File: config.mk
export PLATFORM = sky130hd
export DESIGN_NAME = coef_loader
export DESIGN_NICKNAME = d
export VERILOG_FILES = /design/src/rtl/coef_loader.sv
export SDC_FILE = /design/constraint.sdc
export NUM_CORES = 2
export LEC_CHECK = 0
export BUFFER_PORTS_ARGS = -buffer_cell sky130_fd_sc_hd__buf_4
export CAP_MARGIN = 20
export CORE_MARGIN = 8
export CORE_UTILIZATION = 55
export CTS_BUF_LIST = sky130_fd_sc_hd__clkbuf_8
export DETAILED_ROUTE_END_ITERATION = 6
export GPL_TIMING_DRIVEN = 0
export PLACE_DENSITY = 0.72
export REMOVE_ABC_BUFFERS = 1
export SLEW_MARGIN = 25
export SYNTH_ARGS = -nofsm -noshare
export SYNTH_HDL_FRONTEND = slang
export SYNTH_SLANG_ARGS = --single-unit
File: constraint.sdc
create_clock -name clk -period 69.2 [get_ports clk]
set_input_delay 3.46 -clock clk [delete_from_list [all_inputs] [get_ports clk]]
set_output_delay 3.46 -clock clk [all_outputs]
set_load 0.01 [all_outputs]
File: src/rtl/coef_loader.sv
// coef_loader: serial coefficient loader with a bounded, combinational read port for the node timer
module coef_loader #(
  parameter int NUM_COEF = 64,
  parameter int DATA_W   = 16,
  parameter int IDX_W    = 7
) (
  input  logic              clk,
  input  logic              rst,
  input  logic              start_load,
  input  logic [IDX_W-1:0]  max_input,
  input  logic [DATA_W-1:0] coef_in,
  input  logic              coef_valid,
  output logic              coef_req,
  output logic              coef_ready,
  input  logic              n_start_done,
  input  logic [IDX_W-1:0]  input_num,
  output logic [DATA_W-1:0] coef_out,
  output logic              load_err
);
  localparam logic [IDX_W-1:0] MAXC = IDX_W'(NUM_COEF);
  typedef enum logic [1:0] {IDLE, LOAD, READY} state_t;
  state_t             state_q;
  logic [IDX_W-1:0]   cnt_q, wptr_q, rd_idx_d;
  logic [DATA_W-1:0]  mem_q [NUM_COEF+1];
  logic               req_q, ready_q, err_q;
  // entry 0 is never written, so any out-of-window index folds onto it and reads 0
  always_comb begin
    rd_idx_d = (input_num <= cnt_q) ? input_num : '0;
    coef_out = mem_q[rd_idx_d];
  end
  assign coef_req   = req_q;
  assign coef_ready = ready_q;
  assign load_err   = err_q;
  always_ff @(posedge clk or posedge rst) begin
    if (rst) begin
      state_q <= IDLE;
      cnt_q   <= '0;
      wptr_q  <= '0;
      req_q   <= 1'b0;
      ready_q <= 1'b0;
      err_q   <= 1'b0;
      for (int i = 0; i <= NUM_COEF; i++) mem_q[i] <= '0;
    end else begin
      err_q <= 1'b0;
      case (state_q)
        IDLE: if (start_load) begin
          if (max_input != '0 && max_input <= MAXC) begin
            cnt_q   <= max_input;
            wptr_q  <= IDX_W'(1);
            req_q   <= 1'b1;
            state_q <= LOAD;
          end else err_q <= 1'b1;
        end
        LOAD: if (coef_valid && req_q) begin
          mem_q[wptr_q] <= coef_in;
          wptr_q        <= wptr_q + 1'b1;
          if (wptr_q == cnt_q) begin
            req_q   <= 1'b0;
            ready_q <= 1'b1;
            state_q <= READY;
          end
        end
        READY: if (n_start_done) begin
          ready_q <= 1'b0;
          state_q <= IDLE;
        end
        default: state_q <= IDLE;
      endcase
    end
  end
endmodule

Word level (Yosys, flattened, before mapping)
Cells that the tools add are included.
{"block": "classes", "add_sub_neg": 1, "order_cmp": 5, "eq_ne": 8, "n_mux": 29, "bitwise_logic": 2, "n_reduce_logical": 13}
{"operator": "bitwise mux 1040 bit", "count": 1}
{"operator": "binary-select mux 16 bit (select 7 bit)", "count": 1}
{"operator": "demux 16 bit (select 7 bit)", "count": 1}
{"operator": "two-way mux 16 bit", "count": 3}
{"operator": "two-way mux 7 bit", "count": 4}
{"operator": ">= comparator 8 bit, second input constant", "count": 2}
{"operator": "NOT 7 -> 8 bit", "count": 2}
{"operator": "case mux 7 bit (2 select lines)", "count": 1}
{"operator": "two-way mux 1 bit", "count": 10}
{"operator": "two-way mux 2 bit", "count": 5}
{"operator": "inequality test 2 bit, second input constant", "count": 5}
{"operator": "AND reduction 5 bit", "count": 2}
{"operator": "< comparator 8 x 1 -> 1 bit, second input constant", "count": 1}
{"operator": "AND reduction 4 bit", "count": 2}
{"operator": "adder 7 x 1 -> 7 bit, second input constant", "count": 1}
{"operator": "equality test 7 bit", "count": 1}
{"operator": "<= comparator 7 bit", "count": 1}
{"operator": "<= comparator 7 bit, second input constant", "count": 1}
{"operator": "nonzero test 7 bit", "count": 1}
{"operator": "case mux 2 bit (3 select lines)", "count": 1}
{"operator": "case mux 1 bit (2 select lines)", "count": 2}
{"operator": "nonzero test 2 bit", "count": 2}
{"operator": "logical AND 1 bit", "count": 3}
{"operator": "AND reduction 3 bit", "count": 1}
{"operator": "4 further kinds", "count": 4}
{"block": "totals", "regBits": 1059, "input_bits": 35, "out_inout_bits": 19, "wordCells": 129}

Depth between registers and ports, before layout
{"block": "logic_depth", "depth_word": 6, "ltp_mapped": 16, "ltp_nobuf": 9}

Worst setup path before layout
OpenSTA, ideal clock, no wires.
{"block": "synth_path", "kind": "input port to output port", "start": "input input_num[0]", "end": "output coef_out[13]", "arrival_ns": 6.173, "required_ns": 65.740, "slack_ns": 59.567, "path_stages": 15, "n_path_buf": 6, "cell_sequence": "buf_4 buf_6 inv_1 buf_2 buf_1 ha_1 nand3_1 or2_1 o21a_2 buf_2 buf_2 o21ai_0 a211oi_1 a211oi_1 o32ai_1"}
{"block": "synth_between", "elab_chain_len": 6}
{"item": "start: declaration", "line": "16", "source": "input logic [IDX_W-1:0] input_num,"}
{"item": "<= comparator 7 bit", "line": "28", "source": "rd_idx_d = (input_num <= cnt_q) ? input_num : '0;"}
{"item": "two-way mux 7 bit *", "line": "28"}
{"item": "NOT 7 -> 8 bit (not written as such) *", "line": "29", "source": "coef_out = mem_q[rd_idx_d];"}
{"item": "binary-select mux 16 bit (select 7 bit) *", "line": "29"}
{"item": "two-way mux 16 bit (not written as such) * (2 in series)", "line": "29"}
{"item": "end: declaration", "line": "17", "source": "output logic [DATA_W-1:0] coef_out,"}
Every way passes the cells marked *; elsewhere a longest branch is shown, timed or not. The select of a mux whose other input is x is not followed.

Worst setup path after layout
{"block": "layout_path", "start": "input input_num[1]", "end": "output coef_out[13]"}
Same word-level chain as after synthesis.

==> flow_summary.toml <==
[cells_and_area]
post-route-util_pct = 61.0
final_common_cell = "mux2_2"
drive_above_1_share_pct = 44.5
area_growth_pct = 9.62
num-fill-cells = 6971
nets = 3713
final_cell_mix = "mux2_2 (1146), dfrtp_1 (1059), clkbuf_8 (218), nand2_1 (153), o21ai_0 (115)"

[synthesis]
synth-edff-count = 0
ys_ff_latch = 1059
synth_cell_types = 79
ys_async_sr_fraction_pct = 100
avgSynthCellArea_um2 = 13.4
syn_inst = 3743
synthFlopType = "dfrtp_1"
yosys_warnings = 0
seq_area_frac_synth_pct = 52.8
netlist_area_um2 = 50100

[place]
port_buffers = 53
gp_congestion = 0.904
dp_hpwl_um = 85200
place_ws_ns = 57.06

[detailed_routing]
dr_total_vias = 32570
drc = 0
ant_nets = 0
wl_per_cell_um = 28.2
dr.pass1.iters = 5
vias_per_cell = 6.55
wl_um = 140000
dr.first_iter.drc_count = 3417

[job]
maxCapViolations = 0

[power_and_ir_drop]
vdd_ir_drop_max_v = 0.0000173
pwr_density_cell_nw_per_um2 = 29.1
power_mw = 1.60
p_leak_nw = 26.3

[clocking]
clockBufferDepth = 3
tritoncts = "yes"
cts_resized = 0
cts_sinks = 1059
cts-root-buf = "clkbuf_8"
hold_buffers = 0
post-cts-setup-buffers = 0
cts.clk_slew.worst_paths_ns = 0.06
htree_levels = 4
clk_latency_ns = 0.83
cts_buffers = 173

[floorplan]
start_util_pct = 55.6
num_io_pins = 54
die_h_um = 318
die_w_um = 318
rows = 110
core_um2 = 90100
die_area_um2 = 101000

[sta]
rsz0062_at_grt = "no"
slew_violations = 0
setup-tns-final_ns = 0
min_period_ns = 12.28
max_slew_margin_pct = 18.9
fmax_mhz = 81.4
final_hold_viol_count = 0
skew_ns = 0.0314
setup_violations = 0
tightest_slew_ns = 1.21
fin_crit_sh_pct = 17.8
setup_slack_ns = 56.92

[critical_path]
r2r_end = "mem_q[728]"
crit_type = "primary input to primary output"
endpoint = "coef_out[13]"
cp.required_ns = 65.74
end_kind = "primary output"
crit_start = "input_num[1]"
critPathMaxFanout = 58
r2r_slack_ns = 65.98
critPathArrivalTime_ns = 8.82
worst_r2r_path_depth = 6
start_kind = "primary input"
reg2reg_from = "state_q[1]"

[global_route]
grt_max_degree = 98
grt-ovfl-total = 0
track_usage_pct = 27.7
grt_pass1_wl_um = 215000
antenna_found_initial = 7
grt_pass1_vias = 33387

[outcome]
status = "complete, no violations"

[worst_hold_path]
hp-class = "register to register"
metrics by stage:
step	cell area, um2	hold slack [ns]	cells
final	55000	0.497	4976
after detailed placement	51500	0.486	4669
after floorplan	48500	0.470	3399
after global placement	50300	0.479	4628
after global routing	55000	0.508	4975
after CTS	54900	0.499	4971
cell type report:
class / count / area [um2] / share of cell area (%)
Clock buffer: 218 / 3000 / 5.46
Tap cell: 1176 / 1470 / 2.68
Inverter: 34 / 140 / 0.255
Timing Repair Buffer: 96 / 1430 / 2.60
Clock inverter: 84 / 443 / 0.806
Multi-Input combinational cell: 2306 / 22000 / 40.0
Antenna cell: 3 / 7.51 / 0.0137
Sequential cell: 1059 / 26500 / 48.2
worst min-delay path by stage:
stage,start,endpoint,slack [ns],cells past startpoint
6_report,mem_q[147],mem_q[147],0.50,1
3_3_place_gp,mem_q[670],mem_q[670],0.48,1
3_5_place_dp,mem_q[668],mem_q[668],0.49,1
2_1_floorplan,mem_q[668],mem_q[668],0.47,1
4_1_cts,mem_q[668],mem_q[668],0.50,1
5_1_grt,mem_q[267],mem_q[267],0.51,1
where the power goes:
| group | total, mW | internal [mW] | switching (mW) | leakage (nW) |
|---|---|---|---|---|
| combinational | 0.323 | 0.137 | 0.186 | 9.78 |
| clock | 0.543 | 0.290 | 0.253 | 2.01 |
| sequential | 0.733 | 0.692 | 0.0409 | 14.5 |
cell usage after synthesis (5+ instances only):
master / n / share of area, %
mux2_2: 1146 / 26
a31oi_1: 41 / 0.51
mux2i_1: 38 / 0.76
buf_6: 8 / 0.18
xor2_1: 8 / 0.14
nand2_2: 20 / 0.25
o221ai_1: 25 / 0.44
nor4_1: 7 / 0.087
a21oi_1: 92 / 0.92
nor3_1: 29 / 0.29
mux4_2: 108 / 4.9
a2111oi_0: 11 / 0.19
dfrtp_1: 1059 / 53
o22ai_1: 20 / 0.25
nor2b_1: 19 / 0.24
o21ai_0: 115 / 1.1
ha_1: 8 / 0.20
nand2b_1: 10 / 0.12
o2111ai_1: 8 / 0.14
buf_2: 87 / 0.87
o32ai_1: 13 / 0.23
xnor2_1: 5 / 0.087
inv_1: 33 / 0.25
o211ai_1: 19 / 0.28
nor2_2: 38 / 0.47
o32a_1: 10 / 0.20
a221oi_1: 49 / 0.86
nand2_1: 155 / 1.2
buf_1: 10 / 0.075
a211o_1: 6 / 0.10
clkbuf_1: 182 / 1.4
buf_4: 57 / 0.85
o21a_1: 21 / 0.31
a2bb2oi_1: 15 / 0.26
nor2_1: 95 / 0.71
and2_1: 5 / 0.062
a211oi_1: 56 / 0.84
nand3_1: 38 / 0.38
a21o_1: 12 / 0.18
logic make-up after synthesis:
| logic type | after synthesis | synth area share (%) |
|---|---|---|
| flops | 1059 | 52.8 |
| fa+ha+maj | 8 | 0.200 |
| simple gates | 443 | 4.26 |
| mux | 1292 | 31.3 |
| compound gates | 550 | 7.53 |
| xor+xnor | 13 | 0.227 |
| buf+inv | 378 | 3.59 |
routing by layer:
metal | up-vias | wire length (um) | GRT usage (%)
met5 | - | 12 | 0
met4 | 2 | 5630 | 11.2
met3 | 325 | 11600 | 6.66
met2 | 1329 | 62900 | 41.2
met1 | 17252 | 60200 | 39.0
li1 | 13662 | - | -
worst max-delay path: stages:
cell	delay [ns]
buf_8	0.36
buf_16	0.36
ha_1	0.33
nand3b_1	0.11
a21oi_2	0.10
o21ai_4	0.43
buf_16	0.22
buf_16	0.18
buf_16	0.16
buf_16	0.17
buf_8	0.17
nand2_2	0.48
o21a_1	0.44
a211oi_1	0.93
o32ai_2	0.41
buf_4	0.27
flip-flops by register name, summed over array words and instances (netlist names):
register    cells
wptr_q          7
coef_ready      1
coef_req        1
state_q         2
load_err        1
mem_q        1040
cnt_q           7
(Power assumes the default switching activity.)
